[config.mk]
export PLATFORM = sky130hd
export DESIGN_NAME = swap_endian_seq
export DESIGN_NICKNAME = d
export VERILOG_FILES = /design/src/rtl/swap_endian_seq.sv
export SDC_FILE = /design/constraint.sdc
export NUM_CORES = 1
export LEC_CHECK = 0
export BUFFER_PORTS_ARGS = -buffer_cell sky130_fd_sc_hd__buf_2
export CORE_ASPECT_RATIO = 1.1
export CORE_UTILIZATION = 40
export DETAILED_ROUTE_END_ITERATION = 10
export SYNTH_ARGS = -nofsm -noshare
export SYNTH_HDL_FRONTEND = slang
export SYNTH_SLANG_ARGS = --single-unit
[constraint.sdc]
create_clock -name clk -period 2.8 [get_ports clk]
set_clock_uncertainty 0.05 [all_clocks]
set_input_delay 0.14 -clock clk [delete_from_list [all_inputs] [get_ports clk]]
set_output_delay 0.14 -clock clk [all_outputs]
set_load 0.01 [all_outputs]
[src/rtl/swap_endian_seq.sv]
// swap_endian_seq: runs one counted transfer of words through an optional 4-byte swap onto a registered output stream
module swap_endian_seq #(
    parameter int DATA_W = 32,
    parameter int LEN_W  = 16
) (
    input  logic              clk,
    input  logic              rst,
    input  logic              run,
    input  logic [LEN_W-1:0]  cfg_len,
    input  logic              cfg_swap,
    output logic              running,
    output logic              done,
    output logic              swap_en,
    input  logic              in_valid,
    input  logic [DATA_W-1:0] in_data,
    output logic              in_ready,
    output logic              out_valid,
    output logic [DATA_W-1:0] out_data,
    input  logic              out_ready,
    output logic [LEN_W-1:0]  words_left
);
    typedef enum logic [1:0] {IDLE, BUSY, FIN} state_t;
    state_t state, state_nx;
    logic [LEN_W-1:0] in_cnt;
    logic in_xfer, out_xfer, start;
    logic [DATA_W-1:0] swapped;
    assign swapped = {in_data[7:0], in_data[15:8], in_data[23:16], in_data[31:24]};
    assign in_xfer = in_valid && in_ready;
    assign out_xfer = out_valid && out_ready;
    assign start = (state == IDLE) && run;
    // state register
    always_ff @(posedge clk or posedge rst) begin
        if (rst) state <= IDLE;
        else state <= state_nx;
    end
    // next state and state-decoded outputs; FIN lasts one cycle and carries done
    always_comb begin
        state_nx = IDLE;
        running = 1'b0;
        done = 1'b0;
        in_ready = 1'b0;
        state_nx = (state == IDLE) ? (run ? ((cfg_len == '0) ? FIN : BUSY) : IDLE) :
                   (state == BUSY) ? ((out_xfer && words_left == LEN_W'(1)) ? FIN : BUSY) : IDLE;
        running = (state == BUSY) || (state == FIN);
        done = (state == FIN);
        in_ready = (state == BUSY) && (in_cnt != '0) && (!out_valid || out_ready);
    end
    // run config latch, counters and the output register
    always_ff @(posedge clk or posedge rst) begin
        if (rst) begin
            swap_en <= 1'b0;
            in_cnt <= '0;
            words_left <= '0;
            out_valid <= 1'b0;
            out_data <= '0;
        end else if (start) begin
            swap_en <= cfg_swap;
            in_cnt <= cfg_len;
            words_left <= cfg_len;
        end else begin
            if (in_xfer) begin
                out_data <= swap_en ? swapped : in_data;
                in_cnt <= in_cnt - LEN_W'(1);
            end
            if (out_xfer) words_left <= words_left - LEN_W'(1);
            out_valid <= in_xfer ? 1'b1 : out_xfer ? 1'b0 : out_valid;
        end
    end
endmodule

Word-level counts from Yosys, hierarchy flattened. Cells that the tools add are included. Widths: inputs -> output; s select.

Register bits: 68.

Multiplexer cells: 12. Equality and inequality tests: 3. Bitwise operators: 1. Add/sub/neg operators: 2. Reduce and logical (&&, ||, !) cells: 17.

Operator list (count): $mux 16 (4); $mux 32 (1); $sub 16x1->16 const B (2); $eq 16x1->1 const B (1); $logic_not 16->1 (1); $reduce_bool 16->1 (1); $mux 2 (5); $logic_and 1x1->1 (6); $reduce_bool 2->1 (3); $reduce_and 2->1 (2); $eq 2x1->1 const B (1); $eq 2x2->1 const B (1); $logic_not 2->1 (1); $logic_or 1x1->1 (2); $mux 1 (2); $logic_not 1->1 (1); $not 1->1 (1).

Longest topological paths before layout. Gate-level depths: netlist (run 1).

Depth in word-level cells: 6. Mapped depth: 8. Depth with buffers taken out: 6.

Worst setup path before layout (run 1). No wires, ideal clock.

Path type: reg2reg. From: register in_cnt[0]. To: register out_data[12]. Cell stages (with the launch flop): 9. Clock period less this slack: 2223 ps. Data required time: 2625 ps. Buffers on the path: 2. Arrival time: 2048 ps. Path slack: 577 ps. Library setup time: 125 ps. Cell sequence: dfrtp_1 -> inv_1 -> ha_1 -> nor2b_1 -> and2_1 -> clkbuf_1 -> a211oi_2 -> buf_6 -> mux2_4.

Cells in the longest elaborated chain, start to end: 5.

RTL lines: start: declaration (line 24) `logic [LEN_W-1:0] in_cnt;`; start signal: assignment (line 58) `in_cnt <= cfg_len;`; start signal: assignment (line 63) `in_cnt <= in_cnt - LEN_W'(1);`; $reduce_bool 16->1 (line 46) `in_ready = (state == BUSY) && (in_cnt != '0) && (!out_valid || out_ready);`; $logic_and 1x1->1 (2 in a row) (line 46); $logic_and 1x1->1 (line 28) `assign in_xfer = in_valid && in_ready;`; $reduce_and 2->1 (no line); end signal: assignment (line 62) `out_data <= swap_en ? swapped : in_data;`; end: declaration (line 18) `output logic [DATA_W-1:0] out_data,`.

No other way between the ends. A chain may end at the register's enable or synchronous reset.

Worst setup path in the final report (run 1).
From: register in_cnt[0]. To: output in_ready.

Cells in the longest elaborated chain, start to end: 3.

RTL lines: $reduce_bool 16->1 (line 46); $logic_and 1x1->1 (2 in a row) (line 46); end: declaration (line 16) `output logic in_ready,`.

No other way between the ends.

==> out/results.txt, run 1 <==
Detailed Route Iter0 Violations -> 160
Largest area contributor in the netlist -> sky130_fd_sc_hd__dfrtp_1
DRC violations left -> 0
Least-Margin Pin Slew -> 0.679 ns
Setup slack of the worst register-to-register path -> 0.54 ns
Final cell count without fillers -> 594
Pin count of the biggest net entering global routing -> 39
Async set-reset flop share out of synthesis -> 1.00
Run status -> completed
Net count, final -> 533
CP Cell Sequence -> inv_1, ha_1, nor2b_1, and2_1, buf_4, a211oi_1, buf_2
Number of optimization iterations in the first detailed-route pass -> 4
Standard-cell row count -> 37
EDFF count, synth -> 0
Final Wtd Congestion -> 0.799
Via count of the routed design -> 3,299
Global-route wire length before repair -> 16,400 um
Max Clk Rate -> 0.414 GHz
Type of destination of the critical path -> output pin
Number of port buffers -> 106
Minimum hold slack -> 0.0220 ns
Category of the worst setup path launch point -> flop
Maximum buffer depth of the clock tree -> 2
Leakage power total -> 2.14 nW
Clock-pin slew of the registers on the worst-case setup and hold paths -> 0.07 ns
Startpoint-to-endpoint class of the critical path -> reg2out
Maximum fanout along the worst path -> 17
Height of the die -> 106 um
Share of the synthesized area in the top cell type -> 0.430
Unrepaired setup endpoints after global routing -> false
Final setup fails -> 0
Synth Register Bits -> 68
Slew Limit Headroom -> 0.547
Die Width -> 96.8 um
Number of vias per cell -> 5.55
Top-level I/O count -> 107
Cell Count Post-Placement -> 577
Max stage delay cell, worst path -> sky130_fd_sc_hd__a211oi_1
Worst stage delay on the critical path -> 0.40 ns
Via count of the first global-routing pass -> 3,186
Sum Neg Setup Slack -> 0 ns
Area growth from synthesis to layout -> 23.0%
Half-perimeter wire length after detailed placement -> 7210 um
Count of maximum capacitance violations -> 0
Synthesized instance count -> 363
Area of the mapped netlist -> 0.00395 mm2
Number of diodes -> 0
Power density of the placed cells -> 1050 mW/mm2
Number of max-slew violations in the final report -> 0
Clock tree from TritonCTS -> done
Post-layout min period -> 2.42 ns
Leading register cell type out of synthesis -> sky130_fd_sc_hd__dfrtp_1
Total of warnings raised by yosys -> 0
Util after Layout -> 0.512
Net count of the mapped netlist -> 423
Top post-synthesis cells by area -> sky130_fd_sc_hd__dfrtp_1 (43%), sky130_fd_sc_hd__mux2_4 (11%), sky130_fd_sc_hd__mux2_2 (10%), sky130_fd_sc_hd__nor2_1 (3.2%), sky130_fd_sc_hd__a211oi_1 (2.7%)
CP top delay family -> buffers and inverters
Initial standard-cell utilization of the core -> 0.417
Critical Path AT -> 2.23 ns
Share of layout cells above drive strength 1 -> 0.419
Proportion of synthesized chip area in sequential cells -> 0.430
Core area -> 0.00949 mm2
Post-route antenna net violation count -> 0
Die outline area -> 0.0103 mm2
Clock latency on the worst-skew pair -> 0.35 ns
Number of CTS-inserted buffers -> 9
Number of distinct library cells after synthesis -> 45
Final global-route overflow total -> 0
Initial antenna violation count -> 0
Clk Tree Root Cell -> sky130_fd_sc_hd__clkbuf_8
WP data required -> 2.61 ns
Total number of H-tree levels -> 3
Ratio of final minimum period to clock period -> 0.863
Total design power -> 5.10 mW
WL final -> 9940 um
Highest ir drop seen on vdd -> 0.520 mV
Total global routing track utilization -> 0.202
Number of endpoints with negative hold slack in the final report -> 0
Final routed wire length divided by cell count -> 16.7 um
Synthesized area divided by synthesized cell count -> 10.9 um2
Clock sinks -> 68
Buffers & Inverters on Critical Path -> 3
Hold WC Path Type -> in2reg
## cell usage after synthesis (7+ instances only)
cell type	instances
sky130_fd_sc_hd__dfrtp_1	68
sky130_fd_sc_hd__mux2_2	35
sky130_fd_sc_hd__nor2_1	34
sky130_fd_sc_hd__mux2_4	29
sky130_fd_sc_hd__nand2_1	21
sky130_fd_sc_hd__a211oi_1	14
sky130_fd_sc_hd__clkbuf_1	14
sky130_fd_sc_hd__a21oi_1	11
sky130_fd_sc_hd__inv_1	10
sky130_fd_sc_hd__nor3_1	10
sky130_fd_sc_hd__a31oi_1	9
sky130_fd_sc_hd__or3_1	9
sky130_fd_sc_hd__a2111oi_0	8
sky130_fd_sc_hd__or4_1	8
sky130_fd_sc_hd__a21o_1	7
sky130_fd_sc_hd__xor2_1	7
## report_power, final
part	leakage (nW)	internal [mW]	total (mW)	switching, mW
combinational	1.26	1.26	2.39	1.13
clock	0.0935	0.431	0.801	0.370
sequential	0.795	1.47	1.91	0.439
## layout by cell type (no fill, tap or decap), drive strengths merged, types with 2 or more instances in the layout
master,count
buf,117
nand4,5
a211o,3
nor4,6
o21ai,4
or4,8
dlygate4sd3,2
a2111oi,8
nand3b,2
dfrtp,68
nor3,10
mux2,64
a21oi,11
a31oi,9
a211oi,15
or2,2
nand2b,3
nand3,6
or3,10
o31ai,5
xor2,7
nor2b,3
inv,10
a21o,7
and2,3
ha,6
nor2,34
clkbuf,13
xnor2,3
nand2,21
## timing repair
item | CTS | global route
hold endpoints to repair | 31 | 0
hold buffers | 2 | 0
buffers inserted | 0 | 0
resized for setup | 0 | 0
## flip-flops by register name (all words and copies together) (netlist names)
register and cells:
out_data 32, words_left 16, state 2, out_valid 1, in_cnt 16, swap_en 1
## kinds of logic after synthesis
kind of cell	after synthesis	synth area share
and+or+nand+nor	119	0.164
DFF	68	0.430
AOI/OAI and AO/OA	66	0.120
muxes	64	0.210
buffers and inverters	30	0.0348
xor gates and xnor gates	10	0.0222
adders and majority gates	6	0.0190
## worst register-to-register path: cells and delay by family (launching register included)
kind                     cells  cell delay, ns
multiplexers                 1            0.37
flip-flops                   1            0.38
adder cells (fa/ha/maj)      1            0.22
AND/OR/NAND/NOR              2            0.48
AO/OA/AOI/OAI                1            0.28
buffers and inverters        2            0.36
## path summary, 6_finish.rpt
kind,startpoint,to,cells past startpoint
min,cfg_len[1],words_left[1],3
min reg2reg,out_data[15],out_data[15],1
min in group asynchronous,rst,out_data[8],3
max in group asynchronous,rst,words_left[0],4
max,in_cnt[0],in_ready,7
max reg2reg,state[1],out_data[2],7
## area by class of cell
type | count | area [um2]
Clock buffer | 13 | 149
Fill cell | 860 | 4630
Tap cell | 117 | 146
Multi-Input combinational cell | 265 | 2120
Inverter | 10 | 37.5
Timing Repair Buffer | 119 | 671
Clock inverter | 2 | 35.0
Sequential cell | 68 | 1700
## routing by layer
metal | up-vias | wire length (um) | GRT usage
met4 | 0 | 116 | 0.0725
met1 | 1585 | 4600 | 0.277
met3 | 12 | 586 | 0.0421
li1 | 1564 | - | -
met5 | - | 0 | 0
met2 | 138 | 4640 | 0.317
## metrics by stage
step           instance area (um2)  setup slack [ns]
2_1_floorplan                 3950             0.577
3_3_place_gp                  4660             0.644
3_5_place_dp                  4660             0.575
4_1_cts                       4860             0.399
5_1_grt                       4860             0.283
6_report                      4860             0.384
Power figures use the tool's default switching activity.
==> run 2, diff against run 1 <==
--- a/config.mk
+++ b/config.mk
@@ -5,8 +5,10 @@
 export SDC_FILE = /design/constraint.sdc
 export NUM_CORES = 1
 export LEC_CHECK = 0
+export ABC_AREA = 1
 export BUFFER_PORTS_ARGS = -buffer_cell sky130_fd_sc_hd__buf_2
 export CORE_ASPECT_RATIO = 1.1
+export CORE_MARGIN = 4
 export CORE_UTILIZATION = 40
 export DETAILED_ROUTE_END_ITERATION = 10
 export SYNTH_ARGS = -nofsm -noshare
==> run 2 against run 1 <==
Against the previous run: die area up 17%; fmax up 4.0%; largest power group unchanged; register-to-register slack worse by 0.06 ns; highest routed layer unchanged.
==> out/results.txt, run 2 <==
Total of warnings raised by yosys -> 0 (unchanged)
Slew Limit Headroom -> 0.529 (was 0.547)
Number of endpoints with negative hold slack in the final report -> 0 (unchanged)
Highest routed metal layer -> met4 (unchanged)
Net count of the mapped netlist -> 655 (was 423)
Worst Reg2Reg Path Length in Cells -> 8 (was 7)
CP Cell Sequence -> inv_1, ha_1, inv_1, a21oi_2, nand4_4, inv_2, nand2_1, nand2_1 (was inv_1, ha_1, nor2b_1, and2_1, buf_4, a211oi_1, buf_2)
Number of diodes -> 0 (unchanged)
Run status -> completed (unchanged)
Power density of the placed cells -> 1090 mW/mm2 (was 1050 mW/mm2)
Half-perimeter wire length after detailed placement -> 8640 um (was 7210 um)
Clock-pin slew of the registers on the worst-case setup and hold paths -> 0.07 ns (about the same)
Synth Register Bits -> 68 (unchanged)
Leading register cell type out of synthesis -> sky130_fd_sc_hd__dfrtp_1 (unchanged)
Minimum hold slack -> 0.0291 ns (was 0.0220 ns)
Highest ir drop seen on vdd -> 0.447 mV (was 0.520 mV)
Clock latency on the worst-skew pair -> 0.34 ns (was 0.35 ns)
Total number of H-tree levels -> 3 (unchanged)
Post-route antenna net violation count -> 0 (unchanged)
Final Cell Area -> 0.00494 mm2 (was 0.00486 mm2)
Maximum fanout along the worst path -> 50 (was 17)
Area of the mapped netlist -> 0.00412 mm2 (was 0.00395 mm2)
Top-level I/O count -> 107 (unchanged)
Count of maximum capacitance violations -> 0 (unchanged)
DRC violations left -> 0 (unchanged)
Total design power -> 5.37 mW (was 5.10 mW)
Most frequent cells in the layout -> sky130_fd_sc_hd__nand2_1 (250), sky130_fd_sc_hd__buf_2 (106), sky130_fd_sc_hd__dfrtp_1 (68), sky130_fd_sc_hd__o21ai_0 (61), sky130_fd_sc_hd__inv_1 (54) (was sky130_fd_sc_hd__buf_2 (106), sky130_fd_sc_hd__dfrtp_1 (68), sky130_fd_sc_hd__mux2_2 (35), sky130_fd_sc_hd__nor2_1 (34), sky130_fd_sc_hd__mux2_4 (29))
Number of vias per cell -> 4.95 (was 5.55)
Share of the synthesized area in the top cell type -> 0.413 (was 0.430)
Number of distinct library cells after synthesis -> 33 (was 45)
EDFF count, synth -> 0 (unchanged)
Via count of the routed design -> 4,051 (was 3,299)
Pin count of the biggest net entering global routing -> 67 (was 39)
Total global routing track utilization -> 0.192 (was 0.202)
Initial standard-cell utilization of the core -> 0.413 (was 0.417)
WL final -> 11,300 um (was 9940 um)
Leading cell type in the layout, fill and taps excluded -> sky130_fd_sc_hd__nand2_1 (was sky130_fd_sc_hd__buf_2)
Area of the multi-input gates -> 0.00207 mm2 (was 0.00212 mm2)
Cell Count Post-Placement -> 804 (was 577)
Die outline area -> 0.0120 mm2 (was 0.0103 mm2)
Async set-reset flop share out of synthesis -> 1.00 (unchanged)
Number of port buffers -> 106 (unchanged)
Final routed wire length divided by cell count -> 13.8 um (was 16.7 um)
Global-route wire length before repair -> 18,500 um (was 16,400 um)
Net count, final -> 757 (was 533)
Library cell with the highest instance count after synthesis -> sky130_fd_sc_hd__nand2_1 (was sky130_fd_sc_hd__dfrtp_1)
Final setup fails -> 0 (unchanged)
Category of the worst setup path launch point -> flop (unchanged)
Final Wtd Congestion -> 0.870 (was 0.799)
Worst slack after detailed placement -> 0.462 ns (was 0.575 ns)
Setup slack of the worst register-to-register path -> 0.48 ns (was 0.54 ns)
Synthesized instance count -> 595 (was 363)
Most instantiated cells after synthesis -> sky130_fd_sc_hd__nand2_1 (250), sky130_fd_sc_hd__dfrtp_1 (68), sky130_fd_sc_hd__o21ai_0 (61) (was sky130_fd_sc_hd__dfrtp_1 (68), sky130_fd_sc_hd__mux2_2 (35), sky130_fd_sc_hd__nor2_1 (34))
Standard-cell row count -> 38 (was 37)
R2r endpoint -> out_data[19] (was out_data[2])
Via count of the first global-routing pass -> 3,789 (was 3,186)
Critical Path AT -> 2.55 ns (was 2.23 ns)
Worst min-delay path startpoint -> cfg_len[4] (was cfg_len[1])
Worst stage delay on the critical path -> 0.57 ns (was 0.40 ns)
Type of destination of the critical path -> flop (was output pin)
Clk Tree Root Cell -> sky130_fd_sc_hd__clkbuf_8 (unchanged)
Number of CTS-inserted buffers -> 9 (unchanged)
Die Width -> 105 um (was 96.8 um)
Register ranked first by flip-flop count -> out_data (unchanged)
Height of the die -> 114 um (was 106 um)
Proportion of synthesized chip area in sequential cells -> 0.413 (was 0.430)
Largest regs -> out_data x32, in_cnt x16, words_left x16 (unchanged)
Setup repair bufs after CTS -> 0 (unchanged)
Initial antenna violation count -> 0 (unchanged)
Area growth from synthesis to layout -> 20.0% (was 23.0%)
Clock tree from TritonCTS -> done (unchanged)
Worst reg2reg path startpoint -> state[1] (unchanged)
Max stage delay cell, worst path -> sky130_fd_sc_hd__nand4_4 (was sky130_fd_sc_hd__a211oi_1)
Util after Layout -> 0.495 (was 0.512)
Least-Margin Pin Slew -> 0.705 ns (was 0.679 ns)
Dpl cell area -> 0.00471 mm2 (was 0.00466 mm2)
Met1 wire length -> 5210 um (was 4600 um)
Met2 wirelength from detailed routing -> 5070 um (was 4640 um)
Cells on Worst Hold Path -> 3 (unchanged)
Detailed-routed wire length on met3 -> 777 um (was 586 um)
Max Clk Rate -> 0.430 GHz (was 0.414 GHz)
Leakage power total -> 2.74 nW (was 2.14 nW)
Top post-synthesis cells by area -> sky130_fd_sc_hd__dfrtp_1 (41%), sky130_fd_sc_hd__nand2_1 (23%), sky130_fd_sc_hd__o21ai_0 (7.4%), sky130_fd_sc_hd__nand3_1 (5.3%), sky130_fd_sc_hd__inv_1 (5.0%) (was sky130_fd_sc_hd__dfrtp_1 (43%), sky130_fd_sc_hd__mux2_4 (11%), sky130_fd_sc_hd__mux2_2 (10%), sky130_fd_sc_hd__nor2_1 (3.2%), sky130_fd_sc_hd__a211oi_1 (2.7%))
Clock sinks -> 68 (unchanged)
Number of resized instances in the post-cts repair step -> 0 (unchanged)
Final global-route overflow total -> 0 (unchanged)
Number of max-slew violations in the final report -> 0 (unchanged)
Largest area contributor in the netlist -> sky130_fd_sc_hd__dfrtp_1 (unchanged)
Post-layout worst setup margin -> 0.477 ns (was 0.384 ns)
Number of optimization iterations in the first detailed-route pass -> 5 (was 4)
Detailed Route Iter0 Violations -> 191 (was 160)
Synthesized area divided by synthesized cell count -> 6.92 um2 (was 10.9 um2)
Hold WC Path Type -> in2reg (unchanged)
Final cell count without fillers -> 819 (was 594)
Total area of sequential cells -> 0.00170 mm2 (unchanged)
Ratio of final minimum period to clock period -> 0.830 (was 0.863)
Number of flip-flops in the largest register -> 32 (unchanged)
Maximum buffer depth of the clock tree -> 2 (unchanged)
Unrepaired setup endpoints after global routing -> false (unchanged)
Startpoint-to-endpoint class of the critical path -> reg2reg (was reg2out)
Share of layout cells above drive strength 1 -> 0.200 (was 0.419)
Sum Neg Setup Slack -> 0 ns (unchanged)
Post-layout min period -> 2.32 ns (was 2.42 ns)
WP data required -> 3.03 ns (was 2.61 ns)
Number of fill cells in the layout -> 1,020 (was 860)
Worst Hold Endpoint -> words_left[4] (was words_left[1])
Core area -> 0.00998 mm2 (was 0.00949 mm2)
run 2: cell types whose count changed in the layout (fill, tap and decap cells not counted), moves of 10 or more:
| cell | previous run | this run |
|---|---|---|
| sky130_fd_sc_hd__nand2_1 | 21 | 250 |
| sky130_fd_sc_hd__a21oi_1 | 11 | 1 |
| sky130_fd_sc_hd__mux2_4 | 29 | 0 |
| sky130_fd_sc_hd__o21ai_0 | 4 | 61 |
| sky130_fd_sc_hd__nand3_1 | 6 | 44 |
| sky130_fd_sc_hd__inv_1 | 9 | 54 |
| sky130_fd_sc_hd__a211oi_1 | 14 | 0 |
| sky130_fd_sc_hd__mux2_2 | 35 | 0 |
run 2: how the worst max path moves through the flow:
stage / cells after the start / to / slack (ns) / start
floorplan: 1 / in_cnt[0] / 0.90 / rst
finish: 8 / out_data[19] / 0.48 / state[1]
global route: 7 / out_data[20] / 0.26 / state[1]
detailed placement: 8 / out_data[19] / 0.46 / state[1]
CTS: 8 / out_data[19] / 0.43 / state[1]
global placement: 7 / out_data[28] / 0.56 / state[0]
run 2: worst max-delay path, delay by kind of cell, from the launching register on:
kind | cells | cell delay (ns)
compound gates | 1 | 0.27
fa+ha+maj | 1 | 0.14
buf+inv | 3 | 0.64
flops | 1 | 0.39
simple gates | 3 | 0.75
run 2: timing repair:
item / in CTS / in global routing
hold buffers: 2 / 0
hold endpoints to repair: 32 / 0
endpoints found under the setup margin: 0 / 0
run 2: layer usage:
| layer | vias to the layer above | track usage |
|---|---|---|
| li1 | 2071 | - |
| met1 | 1824 | 0.255 |
| met2 | 134 | 0.300 |
| met3 | 22 | 0.0468 |
| met4 | 0 | 0.0831 |
| met5 | - | 0 |
run 2: layout make-up:
cell class	instances	share of cell area
clock buffers	11	0.0306
well taps	120	0.0304
clock inverters	2	0.0122
repair buffers	113	0.119
inverters	59	0.0448
multi-input cells	446	0.419
flip-flops and latches	68	0.344
run 2: cell families after synthesis:
group,synth area share
AND/OR/NAND/NOR,0.364
buffers and inverters,0.0847
AO/OA/AOI/OAI,0.101
flip-flops,0.413
XOR/XNOR,0.0191
adder cells (fa/ha/maj),0.0182
run 2: power by group:
| part | switching (mW) | internal (mW) |
|---|---|---|
| Clock | 0.362 | 0.536 |
| Combinational | 1.67 | 0.968 |
| Sequential | 0.399 | 1.43 |
